## src/rtl/btn_debounce.sv

```systemverilog
// Per-channel push-button debouncer with rise/fall edge pulses and optional auto-repeat.
// Define BTN_DEBOUNCE_REPEAT_EN to build the auto-repeat counters; otherwise repeat_o is tied low.

module btn_debounce_ch #(
    parameter int CNT_MAX    = 16,
    parameter int REPEAT_CNT = 64
) (
    input  logic clk,
    input  logic rst,
    input  logic sync,
    output logic level,
    output logic rise,
    output logic fall,
    output logic rpt
);
    localparam int CW = $clog2(CNT_MAX + 1);
    localparam logic [CW-1:0] CNT_LAST = CW'(CNT_MAX);

    if (CNT_MAX < 1 || REPEAT_CNT < 1) begin : g_bad_param
        $error("btn_debounce: CNT_MAX and REPEAT_CNT must be >= 1");
    end

    typedef enum logic [1:0] {LOW, WAIT_H, HIGH, WAIT_L} state_t;

    state_t        state, state_n;
    logic [CW-1:0] cnt, cnt_n;
    logic          rise_n, fall_n, last;

    // The counter holds the samples already seen, so this sample completes the run
    assign last = (cnt + CW'(1)) == CNT_LAST;

    always_comb begin
        state_n = state;
        cnt_n   = '0;
        rise_n  = 1'b0;
        fall_n  = 1'b0;
        case (state)
            LOW: if (sync) begin
                if (CNT_MAX == 1) begin
                    state_n = HIGH;
                    rise_n  = 1'b1;
                end else begin
                    state_n = WAIT_H;
                    cnt_n   = CW'(1);
                end
            end
            WAIT_H: begin
                if (!sync)     state_n = LOW;
                else if (last) begin
                    state_n = HIGH;
                    rise_n  = 1'b1;
                end else       cnt_n = cnt + CW'(1);
            end
            HIGH: if (!sync) begin
                if (CNT_MAX == 1) begin
                    state_n = LOW;
                    fall_n  = 1'b1;
                end else begin
                    state_n = WAIT_L;
                    cnt_n   = CW'(1);
                end
            end
            WAIT_L: begin
                if (sync)      state_n = HIGH;
                else if (last) begin
                    state_n = LOW;
                    fall_n  = 1'b1;
                end else       cnt_n = cnt + CW'(1);
            end
            default: state_n = LOW;
        endcase
    end

    always_ff @(posedge clk or posedge rst) begin
        if (rst) begin
            state <= LOW;
            cnt   <= '0;
            level <= 1'b0;
            rise  <= 1'b0;
            fall  <= 1'b0;
        end else begin
            state <= state_n;
            cnt   <= cnt_n;
            level <= (state_n == HIGH) || (state_n == WAIT_L);
            rise  <= rise_n;
            fall  <= fall_n;
        end
    end

`ifdef BTN_DEBOUNCE_REPEAT_EN
    localparam int RW = $clog2(REPEAT_CNT + 1);

    logic [RW-1:0] rcnt;

    // Counts only while settled HIGH; any excursion restarts the period
    always_ff @(posedge clk or posedge rst) begin
        if (rst) begin
            rcnt <= '0;
            rpt  <= 1'b0;
        end else if (state == HIGH) begin
            if (rcnt + RW'(1) == RW'(REPEAT_CNT)) begin
                rcnt <= '0;
                rpt  <= 1'b1;
            end else begin
                rcnt <= rcnt + RW'(1);
                rpt  <= 1'b0;
            end
        end else begin
            rcnt <= '0;
            rpt  <= 1'b0;
        end
    end
`else
    assign rpt = 1'b0;
`endif

endmodule

module btn_debounce #(
    parameter int WIDTH      = 4,
    parameter int CNT_MAX    = 16,
    parameter int REPEAT_CNT = 64
) (
    input  logic             clk,
    input  logic             rst,
    input  logic [WIDTH-1:0] sync_i,
    output logic [WIDTH-1:0] level_o,
    output logic [WIDTH-1:0] rise_o,
    output logic [WIDTH-1:0] fall_o,
    output logic [WIDTH-1:0] repeat_o
);
    btn_debounce_ch #(
        .CNT_MAX    (CNT_MAX),
        .REPEAT_CNT (REPEAT_CNT)
    ) u_ch [WIDTH-1:0] (
        .clk   (clk),
        .rst   (rst),
        .sync  (sync_i),
        .level (level_o),
        .rise  (rise_o),
        .fall  (fall_o),
        .rpt   (repeat_o)
    );

endmodule

```

## config.mk

```make
export PLATFORM = sky130hd
export DESIGN_NAME = btn_debounce
export DESIGN_NICKNAME = d
export VERILOG_FILES = /design/src/rtl/btn_debounce.sv
export SDC_FILE = /design/constraint.sdc
export NUM_CORES = 1
export LEC_CHECK = 0
export BUFFER_PORTS_ARGS = -buffer_cell sky130_fd_sc_hd__buf_2
export CORE_MARGIN = 3
export CORE_UTILIZATION = 40
export DETAILED_ROUTE_END_ITERATION = 6
export GPL_TIMING_DRIVEN = 0
export SYNTH_ARGS = -nofsm -noshare
export SYNTH_HDL_FRONTEND = slang
export SYNTH_SLANG_ARGS = --single-unit
```

## constraint.sdc

```tcl
create_clock -name clk -period 2.05 [get_ports clk]
set_clock_uncertainty 0.15 [all_clocks]
set_input_delay 0.41 -clock clk [delete_from_list [all_inputs] [get_ports clk]]
set_output_delay 0.41 -clock clk [all_outputs]
set_load 0.02 [all_outputs]
```

# Word level (Yosys, flattened, before mapping)
# Cells that the tools add are included.
# word_totals
elab_cells	128
regBits	40
# classes
eq_ne	24
mux	72
n_addsub	4
reduce_logical	8
# ops
op	n
$pmux 5 s4	4
$mux 5	12
$mux 2	24
$eq 2x2->1 const B	16
$pmux 2 s4	4
$mux 1	28
$add 5x1->5 const B	4
$eq 5x5->1 const B	4
$eq 2x1->1 const B	4
$logic_not 2->1	4
$logic_or 1x1->1	4

# Logic depth before layout (Yosys ltp)
# depth
depth_word	7
ltp_mapped	4
depth_no_buf	4

# Hierarchy
# A second synthesis with hierarchy kept.
# unflattened
hier_cells	157
hier_area_um2	1839.3
# by_module_without_submodules
mod	cells_per_inst	area_per_inst_um2	instances
btn_debounce_ch at u_ch[0] ...	39	459.2	3
btn_debounce_ch at u_ch[3]	40	461.7	1

# Worst setup path after synthesis
# Ideal clock, no wire load.
# synth_path
path_type	register to register
from	register u_ch[2].cnt[0]
to	register u_ch[2].cnt[4]
setup_ns	0.077
slack_ns	0.593
arrival_ns	1.229
path_stages_with_launch	5
n_path_buf	0
cell_sequence	dfrtp_1 ha_1 nand2_1 or3b_2 a21oi_1
# synth_via
elab_chain_len	5
# synth_rtl
item	line_no	source
start, declared	26	logic [CW-1:0] cnt, cnt_n;
start signal, assigned	83	cnt <= cnt_n;
$add 5x1->5 (*)	30, 52, 68	
$eq 5x5->1	30	assign last = (cnt + CW'(1)) == CNT_LAST;
$mux 5 (*)	49, 65	
$mux 5 (on tied branches)	64, 48	
$pmux 5 s4 (*)	37	case (state)
via u_ch[2].cnt_n[4]	26	
# Mark *: on every way through the listed nets, which the timed path passes. The rest lies on a longest branch.

# Final worst setup path
# Ends and elaborated chain as after synthesis.

==> metrics.md <==
| Metric | Value |
|---|---|
| Outcome | finished clean |
| Crit-path cells | ha_1 -> nand2_1 -> or3b_2 -> a21oi_1 |
| Area of the multi-input gates | between 700 and 800 um^2 |
| Startpoint Class | register |
| Worst-skew pair later-pin latency | approximately 290 ps |
| Crit path max-delay cell type | or3b_2 |
| RSZ-0062 raised after global routing | no |
| Total grt overflow | 0 |
| Yosys Warn Count | 0 |
| Die area | around 5600 um^2 |
| Clock sink total | 40 |
| Final ANT Viol Nets | 0 |
| Worst Tran Pin Value | about 800 ps |
| Post-CTS Setup Inserts | 0 |
| Fraction of layout cells with a size suffix above 1 | 0.320 |
| Initial antenna violation count | 0 |
| Hold_buf cts | 0 |
| Final Util | 0.490 |
| Top cells by area, synth | dfrtp_1 53%, buf_4 6.3%, mux2_2 4.7% |
| DRT Wirelength | 2870 um |
| Die height | approximately 75 um |
| Slew HR | 0.457 |
| CP arrival | about 1600 ps |
| CP endpoint kind | register |
| Core area | 4470 um^2 |
| Antenna Cells | 0 |
| Crit Path Category | reg -> reg |
| Area after DPL | 2070 um^2 |
| Crit Path Max Fanout | 4 |
| Largest stage delay, worst path | 460 ps |
| Final Non-Filler Cells | 246 |
| Seq/Total Area, Yosys | 0.526 |
| Fin crit period | ~1600 ps |
| Slew Viols, Final | 0 |
| Via density | roughly 4.8 |
| Port Buffers | 17 |
| Post-Syn Area | 1900 um^2 |
| CP Data Required Time | between 2000 and 2500 ps |
| Share of the synthesized area in the top cell type | 0.526 |
| Chip Width | 75 um |
| VDD IR-drop max | about 400 uV |
| Cts bufs inserted | 5 |
| Top cell type by total area after synthesis | dfrtp_1 |
| Vias in the first global route | 1213 |
| Final hold violations | 0 |
| Fill count | ~430 |
| Clock H-tree levels | 2 |
| I/O pin cnt | 22 |
| First-pass GRT wire length | about 4900 um |
| CTS tree | yes |
| # DRC | 0 |
| Post_cts resized | 0 |
| P per Cell Area | 774 nW/um^2 |
| Syn Inst Count | 166 |
| R2R cell count | 4 |
| Clock Pin Slew Worst Setup and Hold Paths | ~80 ps |
| Largest net degree at the start of global routing | 41 |
| Setup TNS | 0 ps |
| Core Rows | 24 |
| Max Cap Viol | 0 |
| Max Clk Rate | around 640 MHz |
| Number of synthesized flops with an enable pin | 0 |
| WL/cell | 11.6 um |
| Placer congestion estimate | between 0.8 and 0.9 |
| Root Buffer | clkbuf_8 |
| Final period utilization | 0.764 |
| Initial Utilization | 0.426 |
| P_leak | roughly 0.0011 uW |
| Mean Syn Cell Area | ~11 um^2 |
| Pwr Total | about 1700 uW |
| Area delta synth->final | 15.1% |
| Inst Count DP | around 240 |
| Via count | 1173 |
| Max Root-Sink Buffers | 2 |
| HPWL after DPL | ~2100 um |
| Top FF cell, synth | dfrtp_1 |
| #FFs+latches synth | 40 |
| Fin nets | 203 |
| Iter 0 DRT Violations | 25 |
| Fin area | 2190 um^2 |
| First drt pass iteration count | 4 |
| Synth cell types | 23 |
| Gr usage total | 0.115 |
| HP Class | in -> async |
| Post-synth ARST share | 1.00 |
| # setup viols final | 0 |
| FF/Latch Area | ~1000 um^2 |
## worst paths after layout
check | start | to | slack (ps)
setup / recovery | u_ch[2].cnt[0]$_DFF_PP0_ | u_ch[2].cnt[4]$_DFF_PP0_ | 480
hold / removal | rst | u_ch[0].fall$_DFF_PP0_ | 130
setup reg to reg | u_ch[2].cnt[0]$_DFF_PP0_ | u_ch[2].cnt[4]$_DFF_PP0_ | 480
hold reg to reg | u_ch[2].state[0]$_DFF_PP0_ | u_ch[2].cnt[0]$_DFF_PP0_ | 340
max in group asynchronous | rst | u_ch[1].state[1]$_DFF_PP0_ | 1110
min in group clk | sync_i[2] | u_ch[2].fall$_DFF_PP0_ | 180
## stage by stage
step | hold WS, ps | setup WS (ps)
after global placement | 329 | 78.8
after detailed placement | 336 | 488
final | 127 | 483
after global routing | 184 | 342
after CTS | 159 | 476
after floorplan | 309 | 572
## where the power goes
part           total (uW)  switching, uW  internal [uW]
registers             860           34.2            825
clock network         694            265            429
logic                 142           78.4           64.0
total                1700            377           1320
## cells by family (layout without fill, tap and decap cells)
logic type | Yosys count | in the layout | synth area share
AND/OR/NAND/NOR | 60 | 60 | 0.202
flip-flops | 40 | 40 | 0.526
buffers and inverters | 21 | 46 | 0.0729
AO/OA/AOI/OAI | 16 | 16 | 0.0473
XOR/XNOR | 12 | 12 | 0.0552
multiplexers | 12 | 12 | 0.0683
adder cells (fa/ha/maj) | 4 | 4 | 0.0263
other | 1 | 4 | 0.00197
## layout by cell type (no fill, tap or decap), types with 6 or more instances in the layout
cell type / count
a21oi_1: 8
buf_2: 17
buf_4: 16
clkbuf_8: 7
dfrtp_1: 40
mux2_2: 8
nand2_1: 10
nand2b_1: 6
nor2_1: 14
nor3b_1: 8
xnor2_1: 8
## sequential cells by signal, summed over array words and instances (netlist names)
register / cells
u_ch.level: 4
u_ch.state: 8
u_ch.rise: 4
u_ch.cnt: 20
u_ch.fall: 4
## cell type report
cell class              instances  area share
flip-flops and latches         40       0.457
multi-input cells             108       0.354
plain buffers                  16      0.0548
clock buffers                   7      0.0439
repair buffers                 17      0.0388
well taps                      52      0.0297
clock inverters                 1      0.0137
inverters                       5     0.00856
## critical path: cells and delay by family (launching register included)
kind / cells / cell delay [ps]
compound gates: 1 / 150
simple gates: 2 / 560
fa+ha+maj: 1 / 230
flops: 1 / 400
## per-layer routing
| metal | track usage | share of wire | vias to the layer above |
|---|---|---|---|
| met1 | 0.134 | 0.44 | 554 |
| met4 | 0.0652 | 0.020 | 0 |
| met2 | 0.190 | 0.50 | 23 |
| met3 | 0.0320 | 0.036 | 5 |
| li1 | - | - | 591 |
| met5 | 0 | 0 | - |
## cell usage after synthesis, types with 4 or more instances
library cell / n
dfrtp_1: 40
nand2b_1: 6
ha_1: 4
mux2i_1: 4
nand4_2: 4
o21ai_0: 4
nor2_1: 14
nor3b_1: 8
xor2_1: 4
o21bai_1: 4
a21oi_1: 8
nand2_1: 10
or3b_2: 4
nand2b_4: 4
buf_4: 16
nand3_1: 4
xnor2_1: 8
inv_1: 5
mux2_2: 8
(Power assumes the default switching activity.)
